`src/rtl/nr_div_seq.sv`:
```
// -----------------------------------------------------------------------------
// nr_div_seq
//   Sequential radix-2 non-restoring divider. A rising edge on start opens an
//   operation. The dividend and then the divisor follow on data_in on
//   consecutive cycles. The divider then runs WIDTH iteration cycles and one
//   fix-up cycle. It registers quotient, remainder and flags, and pulses done
//   for one cycle.
//
//   Build option:
//     DIV_SIGNED_EN  defined   -> two's-complement operands. Quotient truncates
//                                 toward zero and the remainder takes the
//                                 dividend's sign. 8'h80 / 8'hFF gives overflow.
//                    undefined -> unsigned division. overflow is always 0.
//   The cycle latency is the same in both builds.
//
// Ports
//   clk          in   1      clock, rising edge
//   rst_n        in   1      asynchronous active-low reset
//   start        in   1      operation request; only its rising edge counts
//   data_in      in   WIDTH  dividend (first cycle), then divisor (second cycle)
//   quotient     out  WIDTH  registered quotient
//   remainder    out  WIDTH  registered remainder
//   busy         out  1      high from start capture until the done pulse
//   done         out  1      one-cycle pulse when results update
//   div_by_zero  out  1      set by a divide by zero; held until next completion
//   overflow     out  1      signed most-negative / -1; held until next completion
// -----------------------------------------------------------------------------
module nr_div_seq #(
    parameter int WIDTH = 8
) (
    input  logic             clk,
    input  logic             rst_n,
    input  logic             start,
    input  logic [WIDTH-1:0] data_in,
    output logic [WIDTH-1:0] quotient,
    output logic [WIDTH-1:0] remainder,
    output logic             busy,
    output logic             done,
    output logic             div_by_zero,
    output logic             overflow
);

    localparam int CW = $clog2(WIDTH);

    typedef enum logic [2:0] {S_IDLE, S_LOAD_A, S_LOAD_B, S_CALC, S_FIX} state_t;

    state_t           state_q, state_d;
    logic             start_d_q;
    logic [CW-1:0]    count_q, count_d;
    logic [WIDTH-1:0] dividend_q, dividend_d;  // raw dividend, also the dbz remainder
    logic [WIDTH-1:0] d_q, d_d;                // divisor magnitude
    logic [WIDTH:0]   p_q, p_d;                // signed partial remainder
    logic [WIDTH-1:0] q_q, q_d;                // quotient magnitude / shifted dividend
    logic             neg_q_q, neg_q_d;        // negate quotient at fix-up
    logic             neg_r_q, neg_r_d;        // negate remainder at fix-up
    logic             dbz_q, dbz_d;
    logic             ovf_q, ovf_d;
    logic [WIDTH-1:0] quotient_q, quotient_d;
    logic [WIDTH-1:0] remainder_q, remainder_d;
    logic             busy_q, busy_d;
    logic             done_q, done_d;
    logic             div_by_zero_q, div_by_zero_d;
    logic             overflow_q, overflow_d;

    logic             start_rise;
    logic             a_neg, b_neg, ovf_det;
    logic [WIDTH-1:0] a_mag, b_mag;
    logic [WIDTH:0]   p_sh, p_step, p_fix;

    assign start_rise = start & ~start_d_q;

    // Operand conditioning. The iteration always works on magnitudes. In the
    // signed build the signs are recorded here and applied in the fix-up cycle.
    // |most-negative| still fits as an unsigned WIDTH-bit magnitude.
`ifdef DIV_SIGNED_EN
    assign a_neg   = dividend_q[WIDTH-1];
    assign b_neg   = data_in[WIDTH-1];
    assign a_mag   = a_neg ? -dividend_q : dividend_q;
    assign b_mag   = b_neg ? -data_in : data_in;
    assign ovf_det = (dividend_q == {1'b1, {(WIDTH-1){1'b0}}}) && (data_in == '1);
`else
    assign a_neg   = 1'b0;
    assign b_neg   = 1'b0;
    assign a_mag   = dividend_q;
    assign b_mag   = data_in;
    assign ovf_det = 1'b0;
`endif

    // One non-restoring step. This shifts {P,Q} left, then subtracts D when P
    // was non-negative and adds D when it was negative. WIDTH+1 bits is enough
    // because the result always lies in [-D, D). Any wrap of the shifted
    // intermediate cancels modulo 2^(WIDTH+1).
    assign p_sh   = {p_q[WIDTH-1:0], q_q[WIDTH-1]};
    assign p_step = p_q[WIDTH] ? (p_sh + {1'b0, d_q}) : (p_sh - {1'b0, d_q});
    assign p_fix  = p_q[WIDTH] ? (p_q + {1'b0, d_q}) : p_q;

    // State register
    always_ff @(posedge clk or negedge rst_n) begin
        if (!rst_n) state_q <= S_IDLE;
        else        state_q <= state_d;
    end

    // Next-state logic
    always_comb begin
        state_d = state_q;
        case (state_q)
            S_IDLE:   if (start_rise) state_d = S_LOAD_A;
            S_LOAD_A: state_d = S_LOAD_B;
            S_LOAD_B: state_d = (data_in == '0) ? S_FIX : S_CALC;
            S_CALC:   if (count_q == '0) state_d = S_FIX;
            S_FIX:    state_d = S_IDLE;
            default:  state_d = S_IDLE;
        endcase
    end

    // Output and datapath next-state logic
    // NOTE: every *_d signal gets a default before the case statement, so no branch leaves one unassigned and no latch is inferred.
    always_comb begin
        count_d       = count_q;
        dividend_d    = dividend_q;
        d_d           = d_q;
        p_d           = p_q;
        q_d           = q_q;
        neg_q_d       = neg_q_q;
        neg_r_d       = neg_r_q;
        dbz_d         = dbz_q;
        ovf_d         = ovf_q;
        quotient_d    = quotient_q;
        remainder_d   = remainder_q;
        busy_d        = busy_q;
        done_d        = 1'b0;
        div_by_zero_d = div_by_zero_q;
        overflow_d    = overflow_q;
        case (state_q)
            S_IDLE: if (start_rise) busy_d = 1'b1;
            S_LOAD_A: dividend_d = data_in;
            S_LOAD_B: begin
                d_d     = b_mag;
                q_d     = a_mag;
                p_d     = '0;
                neg_q_d = a_neg ^ b_neg;
                neg_r_d = a_neg;
                dbz_d   = (data_in == '0);
                ovf_d   = ovf_det;
                count_d = CW'(WIDTH - 1);
            end
            S_CALC: begin
                p_d = p_step;
                q_d = {q_q[WIDTH-2:0], ~p_step[WIDTH]};
                if (count_q != '0) count_d = count_q - CW'(1);
            end
            S_FIX: begin
                done_d = 1'b1;
                busy_d = 1'b0;
                if (dbz_q) begin
                    quotient_d    = '1;
                    remainder_d   = dividend_q;
                    div_by_zero_d = 1'b1;
                    overflow_d    = 1'b0;
                end else begin
                    quotient_d    = neg_q_q ? -q_q : q_q;
                    remainder_d   = neg_r_q ? -p_fix[WIDTH-1:0] : p_fix[WIDTH-1:0];
                    div_by_zero_d = 1'b0;
                    overflow_d    = ovf_q;
                end
            end
            default: ;
        endcase
    end

    // Datapath and output registers
    // NOTE: sequential state uses non-blocking assignments only, so every register samples pre-edge values regardless of statement order.
    always_ff @(posedge clk or negedge rst_n) begin
        if (!rst_n) begin
            start_d_q     <= 1'b0;
            count_q       <= '0;
            dividend_q    <= '0;
            d_q           <= '0;
            p_q           <= '0;
            q_q           <= '0;
            neg_q_q       <= 1'b0;
            neg_r_q       <= 1'b0;
            dbz_q         <= 1'b0;
            ovf_q         <= 1'b0;
            quotient_q    <= '0;
            remainder_q   <= '0;
            busy_q        <= 1'b0;
            done_q        <= 1'b0;
            div_by_zero_q <= 1'b0;
            overflow_q    <= 1'b0;
        end else begin
            start_d_q     <= start;
            count_q       <= count_d;
            dividend_q    <= dividend_d;
            d_q           <= d_d;
            p_q           <= p_d;
            q_q           <= q_d;
            neg_q_q       <= neg_q_d;
            neg_r_q       <= neg_r_d;
            dbz_q         <= dbz_d;
            ovf_q         <= ovf_d;
            quotient_q    <= quotient_d;
            remainder_q   <= remainder_d;
            busy_q        <= busy_d;
            done_q        <= done_d;
            div_by_zero_q <= div_by_zero_d;
            overflow_q    <= overflow_d;
        end
    end

    assign quotient    = quotient_q;
    assign remainder   = remainder_q;
    assign busy        = busy_q;
    assign done        = done_q;
    assign div_by_zero = div_by_zero_q;
    assign overflow    = overflow_q;

endmodule

```
`config.mk`:
```
export PLATFORM = sky130hd
export DESIGN_NAME = nr_div_seq
export DESIGN_NICKNAME = d
export VERILOG_FILES = /design/src/rtl/nr_div_seq.sv
export SDC_FILE = /design/constraint.sdc
export NUM_CORES = 1
export LEC_CHECK = 0
export BUFFER_PORTS_ARGS = -buffer_cell sky130_fd_sc_hd__buf_4
export CAP_MARGIN = 20
export CELL_PAD_IN_SITES_DETAIL_PLACEMENT = 0
export CELL_PAD_IN_SITES_GLOBAL_PLACEMENT = 1
export CORE_MARGIN = 2
export CORE_UTILIZATION = 40
export CTS_CLUSTER_DIAMETER = 100
export CTS_CLUSTER_SIZE = 8
export DETAILED_ROUTE_END_ITERATION = 12
export PLACE_DENSITY_LB_ADDON = 0.1
export SLEW_MARGIN = 5
export SYNTH_ARGS = -nofsm -noshare
export SYNTH_HDL_FRONTEND = slang
export SYNTH_SLANG_ARGS = --single-unit
```
`constraint.sdc`:
```
create_clock -name clk -period 2.4 [get_ports clk]
set_input_delay 0.48 -clock clk [delete_from_list [all_inputs] [get_ports clk]]
set_output_delay 0.48 -clock clk [all_outputs]
set_load 0.1 [all_outputs]
```
==> impl_metrics.ini <==
[yosys]
async_flop_share_pct = 100
netlist_area_um2 = 3360
ys_warn_count = 0
yosysSeqAreaShare_pct = 44.6
ys.flop_type = dfrtp_1
yosysUniqueCellTypes = 48
synth_fp_nets = 381
synthCells = 350
synth_edf_count = 0
synth-seq-cells = 60
syn_area_per_cell_um2 = 9.61

[placement]
io_buffers = 29
place.gp.congestion = 0.890
pre_cts_ws_ps = -51.3
dpl.hpwl_um = 6000

[sta]
timing.fmax_mhz = 413
rsz0062_at_grt = true
setup_violations = 1
fin_worst_skew_ps = 10.4
finalCritPeriodShare_pct = 101
slew_headroom_pct = 46.9
finalWorstSetupSlack_ps = -21.9
hold_viol = 0
min_period_ps = 2420
slew_viol_final = 0
tightest_slew_ps = 797

[finish]
syn2layout_area_growth_pct = 24.6
diodes = 0
drive_above_1_share_pct = 29.3
fillers = 771
fin_nets = 439
fin_util_pct = 51.3

[cts]
clk_root_buffer_cell = clkbuf_8
cts_max_level = 3
cts_tree = done
clkLatencyLatePin_ps = 340
path_clk_slew_ps = 80
numCtsBuffers = 9
cts.sinks = 60
cts_hold_buf = 0
clock_path_buffers = 2

[status]
status = complete, but fails checks
violations = negative setup slack

[die]
core_um2 = 8180
pin_count = 31
die_h_um = 95.7
dieArea_um2 = 9160
start_util_pct = 41.1
die_x_um = 95.7
floorplan.rows = 33

[grt]
grt_overflow = 0
busiest_layer = met2
grt_max_degree = 61
grt_util_met3_pct = 4.23
grt_use_total_pct = 20.0
grt_pass1_vias = 2689
use_met2_pct = 30.7
grt_pass1_wl_um = 13900
use_met1_pct = 28.7
antenna_found_initial = 0

[critical_path]
endpoint_kind = flop
arrival_ps = 2690
path_max_fanout = 3
start_kind = flop
worst_ep_required_time_ps = 2670
slowest_stage = dfrtp_1
cpPeakStageDelay_ps = 400
cp_cell_sequence = inv_2 -> ha_4 -> mux2_4 -> fa_2 -> a211oi_4 -> buf_4 -> nor3_2 -> a211oi_2 -> xnor2_1 -> nand2_1 -> a21oi_1
worstSetupPathType = reg2reg

[drt]
num_vias = 2679
avgRoutedWirePerCell_um = 16.0
drtIter0Drc = 84
dr.pass1.iters = 4
antenna_left = 0
route.detailed.drc = 0
viasPerCell = 5.17
wirelength_um = 8310

[job]
maxCapViolCount = 0

[hold_path]
hold_path_class = in2async
-- repair_timing --
action | in CTS | in global routing
resized for setup | 6 | 21
gates cloned | 0 | 0
setup buffers | 4 | 4
endpoints found under the setup margin | 4 | 6
pin swaps | 7 | 13
-- sequential cells by signal, summed over array words and instances, names as in the netlist, 3 cells and up --
signal	count
a_mag	8
remainder	8
count_q	3
d_q	8
quotient	8
q_q	8
state_q	3
p_q	9
-- layer usage --
metal	share of wire [%]	vias up
met1	51	1292
met3	3.2	9
met5	0	-
met4	1.2	0
li1	-	1337
met2	45	41
-- placed cells by master, fill, tap and decap left out, drive strengths merged, types with 2 or more instances in the layout --
cell,count
nor3b,2
clkinv,2
nand3,3
o31ai,6
mux2,13
a2111oi,2
xor2,6
o21a,2
buf,62
fa,2
o21ai,28
a211oi,7
a31oi,6
and3,3
clkinvlp,3
nor4,3
a21oi,28
dfrtp,60
nor2,38
nor3,3
nor2b,5
nand2,42
clkbuf,9
nand2b,6
xnor2,10
inv,15
a21o,7
mux2i,11
ha,18
-- worst max-delay path, delay by kind of cell, from the launching register on --
family          cells  cell delay [ps]
compound gates      3              530
xor+xnor            1              190
fa+ha+maj           2              580
buf+inv             2              240
flops               1              400
mux                 1              290
simple gates        2              110
-- synth_stat cells (3+ instances only) --
| cell | instances | share of area (%) |
|---|---|---|
| dfrtp_1 | 60 | 45 |
| nand2_1 | 42 | 4.7 |
| nor2_1 | 36 | 4.0 |
| a21oi_1 | 28 | 4.2 |
| o21ai_0 | 26 | 3.9 |
| ha_1 | 18 | 6.7 |
| mux2_2 | 13 | 4.4 |
| inv_1 | 12 | 1.3 |
| mux2i_1 | 11 | 3.3 |
| xnor2_1 | 10 | 2.6 |
| buf_2 | 7 | 1.0 |
| a21o_1 | 6 | 1.3 |
| a31oi_1 | 6 | 1.1 |
| clkbuf_1 | 6 | 0.67 |
| xor2_1 | 6 | 1.6 |
| a211oi_1 | 5 | 1.1 |
| nand2b_1 | 5 | 0.93 |
| nor2b_1 | 5 | 0.93 |
| o31ai_1 | 5 | 1.1 |
| and3_1 | 3 | 0.56 |
| nand3_1 | 3 | 0.45 |
| nor3_1 | 3 | 0.45 |
| nor4_1 | 3 | 0.56 |
-- through the flow --
| stage | area (µm²) | TNS [ps] | std cells | hold WS (ps) |
|---|---|---|---|---|
| final | 4190 | -21.9 | 518 | 211 |
| after global routing | 4190 | -303 | 518 | 243 |
| after CTS | 4080 | -43.7 | 514 | 246 |
| after detailed placement | 3830 | -55.4 | 494 | 460 |
| after global placement | 3830 | 0 | 494 | 459 |
| after floorplan | 3370 | 0 | 350 | 184 |
-- cell type report --
type                       instances  area, µm²  share of cell area, %
multi-input combinational        261       1840                   43.9
sequential                        60       1500                   35.8
timing repair buffer              62        469                   11.2
tap                              105        131                   3.13
clock buffer                       9        124                   2.96
clock inverter                     7       75.1                   1.79
inverter                          14       52.6                   1.25
-- final timing paths --
kind                       slack [ps]  startpoint  cells past startpoint          to
setup / recovery                  -20      d_q[1]                     11      q_q[0]
hold / removal                    210       rst_n                      1      d_q[7]
setup reg to reg                  -20      d_q[1]                     11      q_q[0]
hold reg to reg                   470  count_q[0]                      1  count_q[0]
max in group asynchronous        1650       rst_n                      1  state_q[1]
min in group clk                  260       start                      1   start_d_q
-- kinds of logic after synthesis --
logic type      Yosys count  synth area share (%)
simple gates            107                  14.5
fa+ha+maj                20                  7.89
mux                      24                  7.63
compound gates           93                  17.3
buf+inv                  29                  3.72
flops                    60                  44.6
other cells               1                 0.112
xor+xnor                 16                  4.17
Power is left out: the tool's default activity adds up to more than one toggle a clock period on the data nets, which glitch-free logic cannot reach.
